===== config.mk =====
export PLATFORM = sky130hd
export DESIGN_NAME = gray_code_pipe
export DESIGN_NICKNAME = d
export VERILOG_FILES = /design/src/rtl/gray_code_pkg.sv /design/src/rtl/gray_code_pipe_stage.sv /design/src/rtl/gray_code_pipe.sv
export SDC_FILE = /design/constraint.sdc
export NUM_CORES = 1
export LEC_CHECK = 0
export CELL_PAD_IN_SITES_DETAIL_PLACEMENT = 0
export CELL_PAD_IN_SITES_GLOBAL_PLACEMENT = 1
export CORE_ASPECT_RATIO = 2
export CORE_MARGIN = 5
export CORE_UTILIZATION = 36
export DETAILED_ROUTE_END_ITERATION = 12
export PLACE_DENSITY = 0.86
export SYNTH_ARGS = -nofsm -noshare
export SYNTH_HDL_FRONTEND = slang
export SYNTH_HIERARCHICAL = 1
export SYNTH_SLANG_ARGS = --single-unit

===== constraint.sdc =====
create_clock -name clk -period 1.15 [get_ports clk]
set_clock_uncertainty 0.05 [all_clocks]
set_input_delay 0.23 -clock clk [delete_from_list [all_inputs] [get_ports clk]]
set_output_delay 0.23 -clock clk [all_outputs]
set_load 0.005 [all_outputs]

===== src/rtl/gray_code_pkg.sv =====
// Shared constants for the Gray-code conversion pipeline: per-beat mode
// encodings and legal parameter ranges.
package gray_code_pkg;

  localparam logic MODE_G2B = 1'b0;
  localparam logic MODE_B2G = 1'b1;

  localparam int WIDTH_MIN  = 2;
  localparam int WIDTH_MAX  = 32;
  localparam int STAGES_MIN = 1;
  localparam int STAGES_MAX = 4;

endpackage


===== src/rtl/gray_code_pipe_stage.sv =====
// One register slice of the pipeline: holds a word plus valid and loads when
// empty or when its current contents move on in the same cycle.
module gray_code_pipe_stage #(
  parameter int W = 9
) (
  input  logic         clk,
  input  logic         rst,
  input  logic         prev_valid,
  output logic         prev_ready,
  input  logic [W-1:0] prev_data,
  output logic         next_valid,
  input  logic         next_ready,
  output logic [W-1:0] next_data
);

  logic         valid_q;
  logic [W-1:0] data_q;

  assign prev_ready = !valid_q || next_ready;
  assign next_valid = valid_q;
  assign next_data  = data_q;

  // Data only changes on a real load, so a stalled or drained slice keeps its word.
  always_ff @(posedge clk or posedge rst) begin
    if (rst) begin
      valid_q <= 1'b0;
      data_q  <= '0;
    end else if (prev_ready) begin
      valid_q <= prev_valid;
      if (prev_valid) data_q <= prev_data;
    end
  end

endmodule


===== src/rtl/gray_code_pipe.sv =====
// Per-beat Gray<->binary converter followed by a STAGES-deep elastic pipeline.
// Optional out_parity port is enabled by defining GRAY_CODE_PIPE_PARITY_EN.
module gray_code_pipe
  import gray_code_pkg::*;
#(
  parameter int WIDTH  = 8,
  parameter int STAGES = 2
) (
  input  logic             clk,
  input  logic             rst,
  input  logic             in_valid,
  output logic             in_ready,
  input  logic [WIDTH-1:0] in_data,
  input  logic             in_mode,
  output logic             out_valid,
  input  logic             out_ready,
  output logic [WIDTH-1:0] out_data,
`ifdef GRAY_CODE_PIPE_PARITY_EN
  output logic             out_parity,
`endif
  output logic             out_mode
);

`ifdef GRAY_CODE_PIPE_PARITY_EN
  localparam int SW = WIDTH + 2;
`else
  localparam int SW = WIDTH + 1;
`endif

  logic [WIDTH-1:0] bin_word;
  logic [WIDTH-1:0] gray_word;
  logic [WIDTH-1:0] conv_word;

  always_comb begin
    bin_word = '0;
    bin_word[WIDTH-1] = in_data[WIDTH-1];
    for (int i = WIDTH - 2; i >= 0; i--) begin
      bin_word[i] = bin_word[i+1] ^ in_data[i];
    end
  end

  assign gray_word = in_data ^ (in_data >> 1);
  assign conv_word = (in_mode == MODE_B2G) ? gray_word : bin_word;

  logic          v_chain [0:STAGES];
  logic          r_chain [0:STAGES];
  logic [SW-1:0] d_chain [0:STAGES];

  // Gating with rst keeps the upstream handshake closed while reset is held.
  assign v_chain[0] = in_valid & ~rst;
  assign in_ready   = r_chain[0] & ~rst;
  assign r_chain[STAGES] = out_ready;

`ifdef GRAY_CODE_PIPE_PARITY_EN
  assign d_chain[0] = {^conv_word, in_mode, conv_word};
`else
  assign d_chain[0] = {in_mode, conv_word};
`endif

  for (genvar g = 0; g < STAGES; g++) begin : g_stage
    gray_code_pipe_stage #(.W(SW)) u_stage (
      .clk        (clk),
      .rst        (rst),
      .prev_valid (v_chain[g]),
      .prev_ready (r_chain[g]),
      .prev_data  (d_chain[g]),
      .next_valid (v_chain[g+1]),
      .next_ready (r_chain[g+1]),
      .next_data  (d_chain[g+1])
    );
  end

  assign out_valid = v_chain[STAGES];
  assign out_data  = d_chain[STAGES][WIDTH-1:0];
  assign out_mode  = d_chain[STAGES][WIDTH];
`ifdef GRAY_CODE_PIPE_PARITY_EN
  assign out_parity = d_chain[STAGES][WIDTH+1];
`endif

endmodule


==> results.toml <==
[outcome]
status = "complete, but fails checks"
violated_checks = "negative setup slack"

[power]
power.ir.vdd_worst_mv = 0.663
power_mw = 2.72
power_leakage_nw = 0.824
p_switching_uw = 701
combinational_power_share = 0.413
clockPowerShare = 0.193
seq_power_share = 0.394
cellPowerDensity_mw_per_mm2 = 1680
p_sw_frac = 0.258
internal_power_mw = 2.02

[timing]
worst_slew_pin_slew_ns = 0.375
drv_slew = 0
final-hold-violation-count = 0
worst_slew_margin_rel = 0.750
hold_slack_ns = 0.254
timing.final.crit_share = 1.20
max_freq_mhz = 722
rsz_0062_raised_after_global_routing = "true"
period_needed_ns = 1.38
finalSetupViolCount = 20
fin_ws_ns = -0.235

[cells_and_area]
area.growth.synth_to_final_pct = 49.1
antenna-diode-count = 0
layout-drive-gt1-share = 0.554
filler_cell_count = 262
finish.net_count = 144
area.sequential_sq_um = 500
multi_input_area_sq_um = 653

[critical_path]
timing.critical_path.arrival_ns = 1.10
crit_top_cell = "sky130_fd_sc_hd__nand2b_4"
worst-path-buf-inv = 1
critical_path.slowest_cell = "sky130_fd_sc_hd__dfrtp_1"
critical_path.max_stage_delay_ns = 0.41
crit_path_start = "g_stage[1].u_stage/next_valid$_DFFE_PP0P_"
cp_max_fo = 2
setup.worst_path.end_class = "primary output"
r2r_start = "g_stage[1].u_stage/next_valid$_DFFE_PP0P_"
critical_path.cell_chain = "nand2b_4 -> nand2b_4 -> nor2b_4 -> buf_2"
worstSetupStartpointType = "register"
crit_path_required_time_ns = 0.87
slack_of_the_worst_reg_to_reg_path_ns = -0.16
critical_path.top_delay_family = "flip-flops"
criticalPathCategory = "register to primary output"

[die]
io_pins = 24
core_area_sq_mm = 0.00294
die_w_microns = 48.9
std_cell_rows = 28
fp.dieArea_sq_mm = 0.00429
die-height_microns = 87.8
start_util = 0.370

[synthesis]
largest_family_of_logic_cells_by_synthesized_area = "multiplexers"
yosys.area_share.xor_xnor = 0.133
netlist.area_leader.share = 0.460
synth_area_per_cell_sq_um = 14.5
synthSimpleGateAreaFrac = 0.125
netlist.top_cell.by_area = "sky130_fd_sc_hd__dfrtp_1"
postSynthCellCount = 75
ys_ff_latch = 20
synthAdderAreaFrac = 0
seq_area_frac_synth = 0.460
synth-warning-count = 6
synth_mux_area_frac = 0.267
netlist_top_cells_area = "sky130_fd_sc_hd__dfrtp_1 (46%), sky130_fd_sc_hd__mux2_4 (25%), sky130_fd_sc_hd__xnor2_1 (7.2%)"
synth_compound_gate_area_share = 0.00460
syn_area_sq_mm = 0.00109
yosys.cell_types.count = 15
synth.net_count = 88

[clock_tree]
clock_tree.htree_level_count = 1
cts_root_buffer = "sky130_fd_sc_hd__clkbuf_8"
cts_clk_pin_slew_worst_paths_ns = 0.07
clock_path_buffers = 2
clock_tree_from_tritoncts = "built"
clk-insertion-delay-late_ns = 0.25
clkSinkCount = 20
cts_made_buffers = 3
cts_hold_buffers = 0

[route]
postRouteWirelength_microns = 2150
route.detailed.vias_per_inst = 4.54
detailed_route_wire_length_per_cell_microns = 13.4
drt_first_iter_violations = 11
vias = 726
drt_drc_violations_left = 0
detailedRoute.firstPassIterationCount = 2
ant_nets = 0

[hold_path]
hold_path_class = "input port to asynchronous set/reset pin"

[global_route]
grt_pass1_vias = 764
grt_antenna_before_repair = 0
grt_util_all_layers = 0.101
grt.overflow.total = 0
grt_max_degree = 12
first_pass_grt_wire_length_microns = 3350

[job]
maximum_capacitance_violations = 0

[placement]
gp_congestion = 0.782
buffer_ports.inserted = 23
detailed_place_hpwl_microns = 1550
-- final cells by class --
cell class              instances  share of cell area
clock buffers                   4              0.0339
repair buffers                 49               0.225
multi-input cells              54               0.402
flip-flops and latches         20               0.308
well taps                      30              0.0231
inverters                       3             0.00694
-- layout by cell type, fill, tap and decap left out, types with 3 or more instances in the layout --
cell | synthesis | final
sky130_fd_sc_hd__buf_4 | 0 | 25
sky130_fd_sc_hd__buf_2 | 0 | 6
sky130_fd_sc_hd__clkbuf_2 | 0 | 6
sky130_fd_sc_hd__nor2b_1 | 5 | 3
sky130_fd_sc_hd__dfrtp_1 | 20 | 20
sky130_fd_sc_hd__clkdlybuf4s50_1 | 0 | 3
sky130_fd_sc_hd__clkbuf_8 | 0 | 4
sky130_fd_sc_hd__mux2_4 | 18 | 18
sky130_fd_sc_hd__nor2_1 | 4 | 4
sky130_fd_sc_hd__nand2_8 | 2 | 3
sky130_fd_sc_hd__dlygate4sd2_1 | 0 | 6
sky130_fd_sc_hd__inv_1 | 3 | 3
sky130_fd_sc_hd__xnor2_1 | 9 | 8
-- metrics by stage --
stage / setup WS [ns] / utilization / TNS, ns / instances / cell area, sq um
floorplan: -0.173 / - / -1.04 / 75 / 1110
global placement: -0.775 / 0.502 / -9.55 / 141 / 1480
detailed placement: -0.812 / 0.502 / -9.97 / 141 / 1480
CTS: -0.239 / 0.540 / -2.29 / 154 / 1590
global route: -0.286 / 0.551 / -3.54 / 160 / 1620
finish: -0.235 / 0.551 / -2.75 / 160 / 1620
-- Yosys cell counts --
cell type and n:
sky130_fd_sc_hd__nor2b_1 5, sky130_fd_sc_hd__dfrtp_1 20, sky130_fd_sc_hd__mux2i_1 2, sky130_fd_sc_hd__xor2_1 2, sky130_fd_sc_hd__nor2_1 4, sky130_fd_sc_hd__or2_1 1
sky130_fd_sc_hd__xnor2_2 3, sky130_fd_sc_hd__nand2b_4 2, sky130_fd_sc_hd__mux2_4 18, sky130_fd_sc_hd__a21oi_1 1, sky130_fd_sc_hd__nand2_8 2, sky130_fd_sc_hd__inv_1 3
sky130_fd_sc_hd__nand2b_1 2, sky130_fd_sc_hd__xnor2_1 9, sky130_fd_sc_hd__nand2_1 1
-- timing repair --
item                                   CTS  global route
cloned                                   1             1
endpoints found under the hold margin    0             0
pin swaps                                6             2
buffers inserted                         8             5
gates resized for setup                 51             9
setup endpoints to repair               29            26
-- state kept, by name, summed over array words and instances (netlist names) --
register,flops
g_stage.u_stage/next_data,18
g_stage.u_stage/next_valid,2
-- layer usage --
metal  global-route usage  wire [microns]  vias up
li1                     -               -      356
met1               0.0963             721      347
met2                0.194            1290       18
met3               0.0102              70        5
met4               0.0735              61        0
met5                    0               0        -
-- power by group through the flow --
stage / registers [mW] / logic (mW) / clock network (mW)
after CTS: 1.07 / 1.07 / 0.531
after detailed placement: 1.10 / 0.987 / 0
after floorplan: 1.07 / 0.522 / 0
after global placement: 1.07 / 0.959 / 0
final: 1.07 / 1.12 / 0.523
after global routing: 1.11 / 1.21 / 0.567
-- cell families after synthesis --
logic type / Yosys count
mux: 20
flops: 20
simple gates: 17
xor+xnor: 14
buf+inv: 3
compound gates: 1
-- tightest hold or removal path, cell delays in order --
cell                            delay, ns
sky130_fd_sc_hd__dlygate4sd2_1       0.30
sky130_fd_sc_hd__buf_4               0.16
sky130_fd_sc_hd__inv_1               0.28
-- final timing paths --
path,cells past startpoint,endpoint
min in group clk,3,g_stage[0].u_stage/next_data[7]$_DFFE_PP0P_
worst max register to register,5,g_stage[0].u_stage/next_data[6]$_DFFE_PP0P_
worst min-delay path,3,g_stage[0].u_stage/next_valid$_DFFE_PP0P_
max in group asynchronous,3,g_stage[1].u_stage/next_data[7]$_DFFE_PP0P_
worst min register to register,1,g_stage[1].u_stage/next_data[4]$_DFFE_PP0P_
worst max-delay path,4,in_ready
No activity file was read; power rests on OpenSTA's default activity.
==> variant 1: new RTL, same settings <==
`WIDTH`: 8 -> 7.
--- a/src/rtl/gray_code_pipe.sv
+++ b/src/rtl/gray_code_pipe.sv
@@ -3,7 +3,7 @@
 module gray_code_pipe
   import gray_code_pkg::*;
 #(
-  parameter int WIDTH  = 8,
+  parameter int WIDTH  = 7,
   parameter int STAGES = 2
 ) (
   input  logic             clk,
Ports: changed (resized in_data and out_data); port bits go from 24 to 22. No check against the original RTL was run, so the function may have changed too.
==> variant 1 against the original RTL <==
  * The run still ends with negative setup slack left
  * Largest cell class unchanged
  * Sequential power fell by 11%
  * Synthesized area down 12%
  * Core utilization shrank 1.0 points
  * Wire length down 22%
  * Total power shrank 17%
  * Setup slack better by 0.049 ns
  * Register-to-register slack barely moved
  * Cell area fell by 15%
  * Sequential cell count fell by 2
  * Global-route usage hardly changed
==> variant 1: results <==
set metrics [dict create \
    grt_use_total_pct 10.14 \
    cp_slowest_cell "dfrtp_1" \
    largest_reg_flops 16 \
    ys_seq_area_share_pct 47.24 \
    grt_start_max_net_pins 10 \
    synth.distinct_cells 12 \
    nets 119 \
    async_reset_ff_share_pct 100.0 \
    min_path_type "in2reg" \
    cts_hold_buffers 0 \
    grt_use_met3_pct 1.296 \
    slew_headroom_pct 76.64 \
    path_delay_family "flip-flops" \
    cpPeakStageDelay_ns 0.40 \
    dpl.hpwl_um 1423 \
    vias_per_cell 4.451 \
    clk-insertion-delay-late_ns 0.24 \
    netlist_top_cells_count "dfrtp_1, mux2_4, xnor2_1" \
    crit_path_start "g_stage[1].u_stage/next_valid$_DFFE_PP0P_" \
    grtUsageMet1_pct 9.730 \
    drive_above_1_share_pct 48.57 \
    worstPathMaxFanout 2 \
    grt_antenna_before_repair 0 \
    violations "negative setup slack" \
    yosys_warnings 6 \
    route.detailed.wl_per_inst_um 12.54 \
    drtPass1Iterations 2 \
    drv_cap 0 \
    peakVddDrop_mv 0.6449 \
    ctsHtreeMaxLevel 1 \
    setup_slack_ns -0.1861 \
    met2_usage_pct 18.65 \
    ys_dominant_reg_cell "dfrtp_1" \
    period_share_pct 116.2 \
    preCtsSetupSlack_ns -0.9388 \
    status "complete, but fails checks" \
    diodes 0 \
    routabilityCongestion 0.7357 \
    netlist_top_cells_area "dfrtp_1, mux2_4, xnor2_1" \
    numPortBuffers 21 \
    grt_pass1_wl_um 2691 \
    drt_iter0_markers 7 \
    ctsRootBufferMaster "clkbuf_8" \
    setup_viol 18 \
    cts_made_buffers 3 \
    grt_pass1_vias 609 \
    synthesis.nets 76 \
    place_area_mm2 0.001300 \
    clockBufferDepth 2 \
    min_from "in_data[6]" \
    clkSlewWorstSetupHoldPaths_ns 0.06 \
    p_leak_nw 0.6848 \
]
## variant 1: changes by cell type after synthesis
cell     change
nor2_1       -1
xnor2_2      -2
xor2_1       -1
mux2_4       -1
a21oi_1      -1
nor2b_1      -1
mux2i_1      -2
or2_1        -1
nand2_1      -1
dfrtp_1      -2
a21o_1       +1
xnor2_1      +1
## variant 1: cell type report
| type | instances | area (um^2) |
|---|---|---|
| clock buffer | 3 | 41.29 |
| fill | 232 | 1164 |
| inverter | 3 | 11.26 |
| multi-input combinational | 43 | 520.5 |
| sequential | 18 | 450.4 |
| tap | 28 | 35.03 |
| timing repair buffer | 38 | 315.3 |
## variant 1: where the power goes
group | total (W) | leakage [nW] | switching [W] | internal, W
Clock | 0.000405 | 0.0216 | 0.000173 | 0.000232
Sequential | 0.000949 | 0.213 | 0.000115 | 0.000833
Combinational | 0.000889 | 0.450 | 0.000258 | 0.000632
Total | 0.00224 | 0.685 | 0.000546 | 0.00170
## variant 1: metal layers
metal	part of all wire (%)	up-vias
li1	-	291
met1	33	280
met2	58	17
met3	6.0	4
met4	2.8	0
met5	0	-
## variant 1: tightest hold or removal path: cells and delay by family
family,cells,cell delay [ns]
buffers and inverters,2,0.19
muxes,1,0.13
## variant 1: logic make-up (layout without fill, tap and decap cells)
kind of cell              count (synthesis)  count (layout)  share of synthesized area [%]
DFF                                      18              18                          47.24
muxes                                    17              17                          26.77
and+or+nand+nor                          13              13                          12.20
xor gates and xnor gates                 12              12                          11.81
buffers and inverters                     3              44                          1.181
AOI/OAI and AO/OA                         1               1                         0.7877
## variant 1: path summary, 6_finish.rpt
path / end / slack [ns] / depth (start not counted)
worst max-delay path: in_ready / -0.19 / 4
worst min-delay path: g_stage[0].u_stage/next_data[6]$_DFFE_PP0P_ / 0.29 / 3
worst max register to register: g_stage[0].u_stage/next_data[2]$_DFFE_PP0P_ / -0.16 / 5
worst min register to register: g_stage[1].u_stage/next_data[2]$_DFFE_PP0P_ / 0.46 / 1
max in group asynchronous: g_stage[1].u_stage/next_valid$_DFFE_PP0P_ / 0.38 / 3
min in group asynchronous: g_stage[0].u_stage/next_data[5]$_DFFE_PP0P_ / 0.40 / 3
## variant 1: timing repair
item / CTS / global route
setup endpoints to repair: 26 / 20
buffers inserted: 8 / 0
resized for setup: 41 / 3
pin swaps: 4 / 1
## variant 1: through the flow
step | setup TNS, ns | instances | hold WS (ns)
final | -1.725 | 133 | 0.2906
after global routing | -2.287 | 133 | 0.2941
after CTS | -1.907 | 133 | 0.2927
after detailed placement | -9.248 | 123 | 0.4527
after global placement | -8.732 | 123 | 0.4477
after floorplan | -1.138 | 64 | 0.007918
==> variant 2: new RTL, same flow settings <==
Without the edit above. Reset style: synchronous (`rst`), changed in one clocked block.
--- a/src/rtl/gray_code_pipe_stage.sv
+++ b/src/rtl/gray_code_pipe_stage.sv
@@ -21,7 +21,7 @@
   assign next_data  = data_q;
 
   // Data only changes on a real load, so a stalled or drained slice keeps its word.
-  always_ff @(posedge clk or posedge rst) begin
+  always_ff @(posedge clk) begin
     if (rst) begin
       valid_q <= 1'b0;
       data_q  <= '0;
Formal check against the unedited RTL: differs if rst is asserted again (counterexample within 4 cycles, from zero or initial values and one cycle with rst high); with rst held inactive, the same outputs for 10 cycles.
==> variant 2 against the original RTL <==
  * The flow still finishes with violations (negative setup slack)
  * Cell area down 1.3%
  * Synthesized area rose by 7.6%
  * First-iteration DRC count is 18% higher
  * Wire length increased by 6.5%
  * Worst hold slack improved by 0.086 ns
  * Sequential cell count unchanged
  * Count of clock-buffer cells in the layout is 1 lower
  * Setup slack improved by 0.050 ns
  * Die area is 6.4% higher
Power is not compared: it rests on default switching activity, and its combinational part moved more than twofold at a synthesized area within 25%.
==> variant 2: results <==
set metrics [dict create \
    status "complete, but fails checks" \
    violations "negative setup slack" \
    grt_pass1_wl_um 3898 \
    synthesis.nets 132 \
    worstPathMaxFanout 3 \
    yosys_warnings 6 \
    power_frac_comb_pct 23.5 \
    crit_arrival_ns 1.05 \
    grt_start_max_net_pins 21 \
    ys_seq_area_share_pct 34.19 \
    largest_reg_flops 18 \
    timing.rr.end "g_stage[0].u_stage/next_data[0]$_SDFFE_PP0P_" \
    vias_per_cell 5.038 \
    diodes 0 \
    cts_made_buffers 3 \
    hold_slack_ns 0.3396 \
    tns_ns -0.7672 \
    drtPass1Iterations 2 \
    drt_iter0_markers 13 \
    hold_end "g_stage[0].u_stage/next_data[7]$_SDFFE_PP0P_" \
    r2r_start "g_stage[1].u_stage/next_valid$_SDFFE_PP0P_" \
    maxSlewViolCount 0 \
    synth_xor_area_share_pct 12.39 \
    synth_compound_area_share_pct 30.13 \
    num-fill-cells 303 \
    grt_pass1_vias 933 \
    clk-insertion-delay-late_ns 0.25 \
    grt_use_total_pct 10.42 \
    synthMuxAreaShare_pct 1.709 \
    rrSetupSlack_ns -0.08 \
    worst-slew-pin-transition_ns 0.3127 \
    wl_um 2287 \
    synth.distinct_cells 19 \
    drive_above_1_share_pct 34.87 \
    ctsRootBufferMaster "clkbuf_8" \
    setup_slack_ns -0.1847 \
    final_cells 183 \
    dpl.hpwl_um 1670 \
    min_path_type "in2reg" \
    async_reset_ff_share_pct 0 \
    nets 167 \
    reg2reg_depth 6 \
    worstHoldPathCells 4 \
    netlist_top_cells_area "dfxtp_1, a21bo_1, a21oi_2" \
    syn_inst 119 \
    setup_viol 10 \
    clockBufferDepth 2 \
    netlist_top_cells_count "dfxtp_1, a21bo_1, a21oi_2, nand3_1, xnor2_1" \
    internal_power_w 0.001155 \
    routabilityCongestion 0.6984 \
    min_from "in_data[7]" \
]
## variant 2: cell count changes after synthesis, moves of 4 or more
| cell | delta |
|---|---|
| buf_2 | +4 |
| a21oi_2 | +18 |
| nand3_1 | +18 |
| a21bo_1 | +18 |
| dfrtp_1 | -20 |
| mux2_4 | -18 |
| dfxtp_1 | +20 |
## variant 2: metal layers
layer  up-vias  GRT usage [%]  part of all wire (%)
li1        472              -                     -
met1       421          10.65                    37
met2        22          18.91                    55
met3         7          1.488                   5.4
met4         0          5.970                   2.2
met5         -              0                     0
## variant 2: cell families after synthesis
| group | Yosys count |
|---|---|
| AO/OA/AOI/OAI | 39 |
| AND/OR/NAND/NOR | 31 |
| flip-flops | 20 |
| XOR/XNOR | 14 |
| buffers and inverters | 13 |
| multiplexers | 2 |
## variant 2: cell type report
cell class	instances	area [um^2]	share of cell area, %
Clock buffer	3	41.29	2.578
Inverter	3	11.26	0.7031
Multi-Input combinational cell	86	740.7	46.25
Sequential cell	20	401.6	25.08
Tap cell	31	38.79	2.422
Timing Repair Buffer	40	367.9	22.97
## variant 2: what timing repair did
item / 4_1_cts / 5_1_grt
pin swaps: 7 / 7
setup endpoints to repair: 30 / 10
setup buffers: 1 / 2
gates resized for setup: 43 / 5
gates cloned: 0 / 1
## variant 2: worst max-delay path, stage by stage (launching register included)
cell      delay [ns]
dfxtp_2         0.35
nand2b_4        0.06
nand2b_4        0.15
nor2b_4         0.12
buf_2           0.12
## variant 2: how the worst max path moves through the flow
| stage | start | end | slack, ns | depth (start not counted) |
|---|---|---|---|---|
| after detailed placement | in_data[6] | g_stage[0].u_stage/next_data[0]$_SDFFE_PP0P_ | -0.80 | 7 |
| after floorplan | in_data[6] | g_stage[0].u_stage/next_data[0]$_SDFFE_PP0P_ | -0.11 | 6 |
| after global placement | in_data[6] | g_stage[0].u_stage/next_data[0]$_SDFFE_PP0P_ | -0.75 | 7 |
| final | g_stage[1].u_stage/next_valid$_SDFFE_PP0P_ | in_ready | -0.18 | 4 |
| after global routing | g_stage[1].u_stage/next_valid$_SDFFE_PP0P_ | in_ready | -0.22 | 4 |
| after CTS | g_stage[1].u_stage/next_valid$_SDFFE_PP0P_ | in_ready | -0.20 | 4 |
## variant 2: per-stage QoR
stage,worst slack (ns),area [um^2]
global route,-0.2227,1602
detailed placement,-0.7997,1505
CTS,-0.1989,1540
floorplan,-0.1147,1219
finish,-0.1847,1602
global placement,-0.7529,1505
## variant 2: power groups by stage
stage	registers (W)	logic, W	clock network, W
2_1_floorplan	0.000748	0.000237	0
5_1_grt	0.000739	0.000391	0.000492
3_5_place_dp	0.000750	0.000358	0
6_report	0.000735	0.000361	0.000443
4_1_cts	0.000735	0.000356	0.000458
3_3_place_gp	0.000750	0.000349	0
